$ cat src/rtl/keccak_msg_feeder.sv
// Serializes a byte-length command plus DW-bit data words into 64-bit padder chunks.
// Define KECCAK_FEEDER_BYTESWAP_EN to byte-reverse each chunk driven on `in`.
module keccak_msg_feeder #(
    parameter int IW   = 64,
    parameter int DW   = 512,
    parameter int LENW = 16
) (
    input  logic            clk,
    input  logic            reset,
    input  logic            cmd_valid,
    output logic            cmd_ready,
    input  logic [LENW-1:0] cmd_len,
    input  logic            din_valid,
    output logic            din_ready,
    input  logic [DW-1:0]   din,
    output logic [IW-1:0]   in,
    output logic            in_ready,
    output logic            is_last,
    output logic [3:0]      byte_num,
    input  logic            buffer_full,
    output logic            msg_done,
    output logic            busy
);
    localparam int NCH  = DW / IW;
    localparam int IDXW = (NCH > 1) ? $clog2(NCH) : 1;

    typedef enum logic [2:0] {
        S_IDLE, S_LOAD, S_SEND, S_TAIL, S_DONE
    } state_t;

    state_t          state_q, state_d;
    logic [LENW-1:0] rem_q, rem_d;
    logic [IDXW-1:0] idx_q, idx_d;
    logic [DW-1:0]   sh_q, sh_d;

    logic            accept;
    logic            rem_lt8;
    logic            rem_eq8;
    logic            idx_last;
    logic [IW-1:0]   chunk;
    logic [IW-1:0]   chunk_out;

    assign accept   = (state_q == S_SEND || state_q == S_TAIL) && !buffer_full;
    assign rem_lt8  = rem_q < LENW'(8);
    assign rem_eq8  = rem_q == LENW'(8);
    assign idx_last = idx_q == IDXW'(NCH - 1);
    // The current chunk always sits at the bottom of the shift register.
    assign chunk    = sh_q[IW-1:0];

`ifdef KECCAK_FEEDER_BYTESWAP_EN
    always_comb begin
        chunk_out = '0;
        for (int b = 0; b < IW / 8; b++) begin
            chunk_out[IW-1-8*b -: 8] = chunk[8*b +: 8];
        end
    end
`else
    assign chunk_out = chunk;
`endif

    always_ff @(posedge clk) begin
        if (reset) begin
            state_q <= S_IDLE;
            rem_q   <= '0;
            idx_q   <= '0;
            sh_q    <= '0;
        end else begin
            state_q <= state_d;
            rem_q   <= rem_d;
            idx_q   <= idx_d;
            sh_q    <= sh_d;
        end
    end

    always_comb begin
        state_d = state_q;
        unique case (state_q)
            S_IDLE: if (cmd_valid) begin
                state_d = (cmd_len == '0) ? S_TAIL : S_LOAD;
            end
            S_LOAD: if (din_valid) state_d = S_SEND;
            S_SEND: if (accept) begin
                if (rem_lt8)       state_d = S_DONE;
                else if (rem_eq8)  state_d = S_TAIL;
                else if (idx_last) state_d = S_LOAD;
            end
            S_TAIL: if (accept) state_d = S_DONE;
            S_DONE: state_d = S_IDLE;
            default: state_d = S_IDLE;
        endcase
    end

    always_comb begin
        rem_d = rem_q;
        idx_d = idx_q;
        sh_d  = sh_q;
        if (state_q == S_IDLE && cmd_valid) begin
            rem_d = cmd_len;
        end
        if (state_q == S_LOAD && din_valid) begin
            sh_d  = din;
            idx_d = '0;
        end
        if (state_q == S_SEND && accept && !rem_lt8 && !rem_eq8) begin
            rem_d = rem_q - LENW'(8);
            idx_d = idx_q + 1'b1;
            sh_d  = sh_q >> IW;
        end
    end

    always_comb begin
        cmd_ready = 1'b0;
        din_ready = 1'b0;
        in        = '0;
        in_ready  = 1'b0;
        is_last   = 1'b0;
        byte_num  = 4'd0;
        msg_done  = 1'b0;
        busy      = (state_q != S_IDLE);
        unique case (state_q)
            S_IDLE: cmd_ready = 1'b1;
            S_LOAD: din_ready = 1'b1;
            S_SEND: begin
                in       = chunk_out;
                in_ready = 1'b1;
                if (rem_lt8) begin
                    is_last  = 1'b1;
                    byte_num = rem_q[3:0];
                end
            end
            S_TAIL: begin
                in_ready = 1'b1;
                is_last  = 1'b1;
            end
            S_DONE: msg_done = 1'b1;
            default: ;
        endcase
    end
endmodule

$ cat config.mk
export PLATFORM = sky130hd
export DESIGN_NAME = keccak_msg_feeder
export DESIGN_NICKNAME = d
export VERILOG_FILES = /design/src/rtl/keccak_msg_feeder.sv
export SDC_FILE = /design/constraint.sdc
export NUM_CORES = 1
export LEC_CHECK = 0
export BUFFER_PORTS_ARGS = -buffer_cell sky130_fd_sc_hd__clkbuf_2
export CORE_AREA = 2 2 236 238
export CTS_CLUSTER_DIAMETER = 200
export DETAILED_ROUTE_END_ITERATION = 6
export DIE_AREA = 0 0 238 240
export PLACE_DENSITY = 0.69
export SLEW_MARGIN = 20
export SYNTH_ARGS = -nofsm -noshare
export SYNTH_HDL_FRONTEND = slang
export SYNTH_SLANG_ARGS = --single-unit
$ cat constraint.sdc
create_clock -name clk -period 3.1 [get_ports clk]
set_input_delay 0.465 -clock clk [delete_from_list [all_inputs] [get_ports clk]]
set_output_delay 0.465 -clock clk [all_outputs]
set_load 0.005 [all_outputs]
==> metrics.txt, run 1 <==
instance count on the critical path 4; Synth Area in Adders 0.00164; Post-DRT Antenna Nets 0; CP peak stage delay 0.57 ns; placed instance area 26500 um^2; die height 240 um; Clk Latency, worst-skew pair 0.61 ns; status completed; Syn Nets between 3000 and 4000; worst hold path type in2reg; Crit-path slowest cell dfxtp_1; Rel. slew slack 0.422; Worst Path Required roughly 2.6 ns; CP delay by family, top simple AND/OR/NAND/NOR gates; RePlAce Congestion 0.890; initial cell density of the core 0.419; sequential area share after synthesis 0.467; CTS Sinks 534; row count 86; mux contribution to synthesized area 0; Synth area leaders dfxtp_1 47%, a22oi_1 15%, nand2b_1 12%, o22ai_1 12%, clkbuf_1 3.6%; Longest Clk Path Bufs 3; Port Buffers about 600; crit share post-route 0.905; final number of setup-violating endpoints 0; Root Buffer clkbuf_16; Crit Path Category reg2out; # Post-CTS Setup Buffers 0; Final Cell Area between 20000 and 30000 um^2; Cell Chain, Critical Path nor3b_4 > buf_12 > and2_1 > clkbuf_2; Worst IR Drop VDD 0.480 mV; Fin Setup TNS 0 ns; Remaining Overflow, GRT 0; first-pass GRT wire length 113000 um; yosys warns 0; PD cells 766 nW/um^2; number of distinct library cells after synthesis 47; Simple-Gate Fraction of Synth Area 0.182; Die X 238 um; drt total wl about 75000 um; worst slack, placed approximately 0.5 ns; Max Clk Rate 357 MHz; final count of hold timing violations 0; Primary FF master, synth dfxtp_1; crit path DAT 2.34 ns; DRC 0; top-count cell post-synth dfxtp_1; r2r worst-path depth 7; Final Skew approximately 0.015 ns; Layout area overhead 25.2%; mapped cell area 22900 um^2; Hold Buf Count CTS 0; post-synthesis instance total 2564; vias per inst 5.66; Reg2Reg Setup Slack 0.45 ns; crit-path max FO 64; HPWL Detailed 52500 um; r2r endpoint sh_q[234]; CTS tree done; Avg Inst Size Synth 8.93 um^2; #FFs+latches synth 534; Post-synth EDFFs 0; Final Max Tran Viols 0; register area 10700 um^2; Post-synth ARST share 0; fill count 5066; largest family of logic cells by synthesized area compound AO/OA/AOI/OAI gates; Worst Setup SP state_q[1]; share of post-route cells with drive strength above 1 0.254; largest net degree at the start of global routing ~170; area occupied by multi-input gates between 10000 and 15000 um^2; Via Count 21400; I/O pin count a little over 600; initial antenna violation count 31; met2 global-route usage 0.364; P_leak 10.5 nW; met1 GRT Util 0.350; number of H-tree levels 2; NumNets Final between 3000 and 4000; cell accounting for the most synthesized area dfxtp_1; die area 57100 um^2; Synth top cells by count 534 x dfxtp_1, 453 x nand2b_1, 449 x a22oi_1, 449 x o22ai_1, 217 x clkbuf_1; Pre-Repair DR Iteration Count 6; worst-margin pin slew 0.867 ns; final setup margin 0.296 ns; Worst-path clk slew 0.06 ns; share of the synthesized area in the top cell type 0.467; CP endpoint in[40]; min cycle time layout 2.80 ns; CORE AREA 54700 um^2; WL/cell 19.8 um; M3 GR Usage 0.0517; DR iter-0 viols 1806; CP Launch Type flop; XOR/XNOR Fraction of Synth Area 0; vias in the first global route 19900; gr usage total 0.248; Max-Cap Viols 0; Buf+Inv Stages, Crit Path 2; CP endpoint kind output port; CTS resizes 0; GRT Max-Usage Layer met2; R2R Path Start rem_q[11]; unrepaired setup endpoints after global routing no; Compound-Gate Fraction of Synth Area 0.297; total CTS buffers 57
==> worst min path at each step <==
| stage | end | depth (start not counted) | from | slack [ns] |
|---|---|---|---|---|
| finish | sh_q[497] | 3 | din[497] | 0.07 |
| global route | sh_q[497] | 3 | din[497] | 0.07 |
| detailed placement | sh_q[472] | 2 | sh_q[472] | 0.45 |
| floorplan | sh_q[448] | 2 | sh_q[448] | 0.44 |
| global placement | sh_q[463] | 2 | sh_q[463] | 0.44 |
| CTS | sh_q[497] | 3 | din[497] | 0.04 |
==> through the flow <==
step	util	instances	hold WS (ns)	power (mW)
6_report	0.524	3781	0.0708	22.0
5_1_grt	0.524	3779	0.0676	23.0
4_1_cts	0.523	3753	0.0427	22.0
3_5_place_dp	0.485	3646	0.446	14.5
3_3_place_gp	0.485	3646	0.441	14.3
2_1_floorplan	-	2564	0.436	12.6
==> layer usage <==
metal  wire length, um  vias to the layer above
li1                  -                    10400
met3              5630                      153
met1             33500                     9954
met2             33100                      869
met5                68                        -
met4              2500                       10
==> cell type report <==
cell class,instances,area share
clock buffers,82,0.0591
clock inverters,25,0.0137
well taps,704,0.0307
multi-input cells,1737,0.385
repair buffers,665,0.135
diodes,28,0.00245
inverters,6,0.000786
flip-flops and latches,534,0.373
==> cells in the final DEF (no fill, tap or decap), drive strengths merged, types with 2 or more instances in the layout <==
master	Yosys	final
a21oi	76	76
a22oi	449	449
a2bb2oi	3	3
a31oi	9	9
and2	68	68
buf	70	61
bufinv	0	10
clkbuf	217	686
clkinv	0	12
clkinvlp	0	2
dfxtp	534	534
diode	0	28
ha	3	3
inv	6	7
nand2	153	153
nand2b	453	453
nand3	12	12
nor2	10	10
nor3	6	6
nor3b	2	2
nor4	6	6
o211ai	5	5
o21ai	2	2
o22ai	449	449
o311ai	3	3
or3	6	6
or4	3	3
==> sequential cells by signal, summed over array words and instances (netlist names) <==
name and flops:
sh_q 512, state_q 3, idx_q 3, rem_q 16
==> logic make-up after synthesis <==
logic type,Yosys count
AO/OA/AOI/OAI,1006
AND/OR/NAND/NOR,727
flip-flops,534
other,1
adder cells (fa/ha/maj),3
buffers and inverters,293
==> worst register-to-register path, cell delays in order (launching register included) <==
cell,delay (ns)
dfxtp_1,0.35
nor3_1,0.33
nand4_1,0.31
o21ai_0,0.50
nand2_4,0.33
buf_12,0.31
buf_4,0.27
o22ai_1,0.16
==> report_power, final <==
group | leakage (nW) | switching [mW] | internal [mW] | total [mW]
Sequential | 4.34 | 0.725 | 7.98 | 8.71
Combinational | 5.09 | 3.47 | 2.32 | 5.78
Clock | 1.03 | 2.85 | 4.62 | 7.47
Total | 10.5 | 7.05 | 14.9 | 22.0
Power figures use the tool's default switching activity.
==> run 2, diff against run 1 <==
Settings changed: CTS_BUF_LIST set to sky130_fd_sc_hd__clkbuf_4.
==> run 2 against run 1 <==
  * The flow now finishes with violations (design-rule violations)
  * Power fell by 0.91%
  * Setup slack worse by 0.15 ns
  * Fmax down 5.0%
  * Clock power down 15%
  * Register-to-register slack got worse by 0.28 ns
  * Critical endpoint is now in[44]
  * Highest routed layer is now met4
==> metrics.txt, run 2 (synthesized netlist as in run 1, its figures left out) <==
Via Count 25700 (+20%); CORE AREA 54700 um^2 (unchanged); vias per inst 5.75 (+1.5%); initial cell density of the core 0.419 (unchanged); Hold EP sh_q[503]; P_leak 12.9 nW (+23%); register area 10700 um^2 (about the same); Final Cell Area 33900 um^2 (+18%); drt total wl 89800 um (+20%); placed instance area 26500 um^2 (unchanged); RePlAce Congestion 0.890 (unchanged); post-layout util 0.620 (+0.0956); gr usage total 0.298 (+0.0505); CP peak stage delay 0.47 ns (-0.10 ns); crit path DAT 2.49 ns (+0.15 ns); Worst IR Drop VDD 0.485 mV (+1.1%); Final Skew 0.0665 ns (+0.0514 ns); max reg flops 512 (unchanged); clock share of power 0.292 (-0.048); Die X 238 um (unchanged); I/O pin count 607 (unchanged); die area 57100 um^2 (unchanged); Pre-Repair DR Iteration Count 7 (+1); Worst Path Required 2.63 ns (about the same); Rel. slew slack 0.423 (+0.000662); Final Max Tran Viols 0 (unchanged); total CTS buffers 147 (+160%); Port Buffers 605 (unchanged); HPWL Detailed 52500 um (unchanged); DR iter-0 viols 2504 (+39%); number of H-tree levels 4 (+2); Switching Power 7.61 mW (+8.1%); Post-Layout Cell Count 4466 (+18%); placed insts 3646 (unchanged); CP Launch Type flop; Int Power 14.1 mW (-5.1%); Root Buffer clkbuf_4; Hold Crit Depth 4 (+1); Longest Clk Path Bufs 3 (unchanged); r2r worst-path depth 8 (+1); first-pass GRT wire length 136000 um (+20%); Remaining Overflow, GRT 0 (unchanged); area occupied by multi-input gates 11000 um^2 (unchanged); worst-margin pin slew 0.866 ns (-0.000993 ns); final number of setup-violating endpoints 0 (unchanged); Max Clk Rate 339 MHz (-5.0%); unrepaired setup endpoints after global routing no; CP endpoint kind output port; largest registers sh_q: 512 flops, rem_q: 16 flops; Post-DRT Antenna Nets 0 (unchanged); Comb pwr share 0.305 (+0.042); final count of hold timing violations 0 (unchanged); NumNets Final 4179 (+18%); R2R Path Start rem_q[5]; largest register by flop count sh_q; register share of total power 0.403 (+0.007); min cycle time layout 2.95 ns (+0.148 ns); CTS Sinks 534 (unchanged); r2r endpoint sh_q[437]; vias in the first global route 25500 (+28%); Crit-path slowest cell dfxtp_1; row count 86 (unchanged); fill count 4267 (-16%); Layout area overhead 48.0%; commonest non-fill, non-tap cell in the layout clkbuf_2; crit-path max FO 64 (unchanged); Worst Setup SP state_q[0]; PD cells 642 nW/um^2 (-16%); CTS tree done; Fin Setup TNS 0 ns (unchanged); most frequent cells in the layout 604 x clkbuf_2, 550 x dlygate4sd3_1, 533 x dfxtp_1; status finished, violations left; failing checks design-rule violations; Crit Path Category reg2out; Clk Latency, worst-skew pair 0.99 ns (+0.38 ns); WL/cell 20.1 um (+1.6%); largest net degree at the start of global routing 171 (unchanged); Reg2Reg Setup Slack 0.17 ns (-0.28 ns); worst hold path type in2reg; Switching Share 0.350 (+0.0290); Hold WS 0.252 ns (+0.181 ns); crit share post-route 0.952 (+0.0478); Worst-path clk slew 0.08 ns (+0.02 ns); initial antenna violation count 13 (-58%); Cell Chain, Critical Path nor3b_4 > buf_4 > buf_12 > and2_1 > clkbuf_2; HP Start din[503]; share of post-route cells with drive strength above 1 0.240 (-0.0135); DRC 5 (+5); Max-Cap Viols 0 (unchanged); die height 240 um (unchanged)
run 2: stage by stage:
step	setup WS [ns]	power, mW
6_report	0.148	21.8
5_1_grt	0.000318	22.8
4_1_cts	0.105	21.5
3_5_place_dp	0.501	14.5
3_3_place_gp	0.662	14.3
2_1_floorplan	1.07	12.6
run 2: critical path: cells and delay by family, from the launching register on:
family | cells | cell delay (ns)
buf+inv | 3 | 0.55
flops | 1 | 0.47
simple gates | 2 | 0.46
run 2: timing repair:
item,in CTS,in global routing
cloned,0,0
hold endpoints to repair,533,0
buffers inserted,2,0
hold buffers,550,0
pin swaps,0,0
endpoints found under the setup margin,67,9
gates resized for setup,2,1
run 2: final cells by class:
type	count	area share
Sequential cell	534	0.316
Tap cell	704	0.0260
Inverter	6	0.000665
Antenna cell	25	0.00185
Multi-Input combinational cell	1737	0.326
Clock buffer	204	0.0452
Timing Repair Buffer	1217	0.277
Clock inverter	39	0.00783
run 2: worst max-delay path by stage:
stage                      endpoint  depth (start not counted)  slack (ns)
after detailed placement  sh_q[234]                          7        0.50
after global routing         in[44]                          5      0.0003
after global placement    sh_q[298]                          7        0.66
after CTS                    in[40]                          5        0.11
final                        in[44]                          5        0.15
after floorplan              in[10]                          5        1.07
run 2: layer usage:
| metal | vias to the layer above | GRT usage | routed length (um) |
|---|---|---|---|
| met5 | - | 0 | 0 |
| met2 | 1556 | 0.469 | 41300 |
| met1 | 11900 | 0.375 | 36600 |
| met3 | 385 | 0.0755 | 7490 |
| met4 | 0 | 0.163 | 4480 |
| li1 | 11800 | - | - |
run 2: power groups by stage:
stage / logic (mW) / registers [mW] / clock network [mW]
finish: 6.64 / 8.77 / 6.36
global route: 7.10 / 8.85 / 6.83
CTS: 6.37 / 8.70 / 6.40
detailed placement: 5.70 / 8.84 / 0
global placement: 5.56 / 8.79 / 0
floorplan: 4.02 / 8.54 / 0
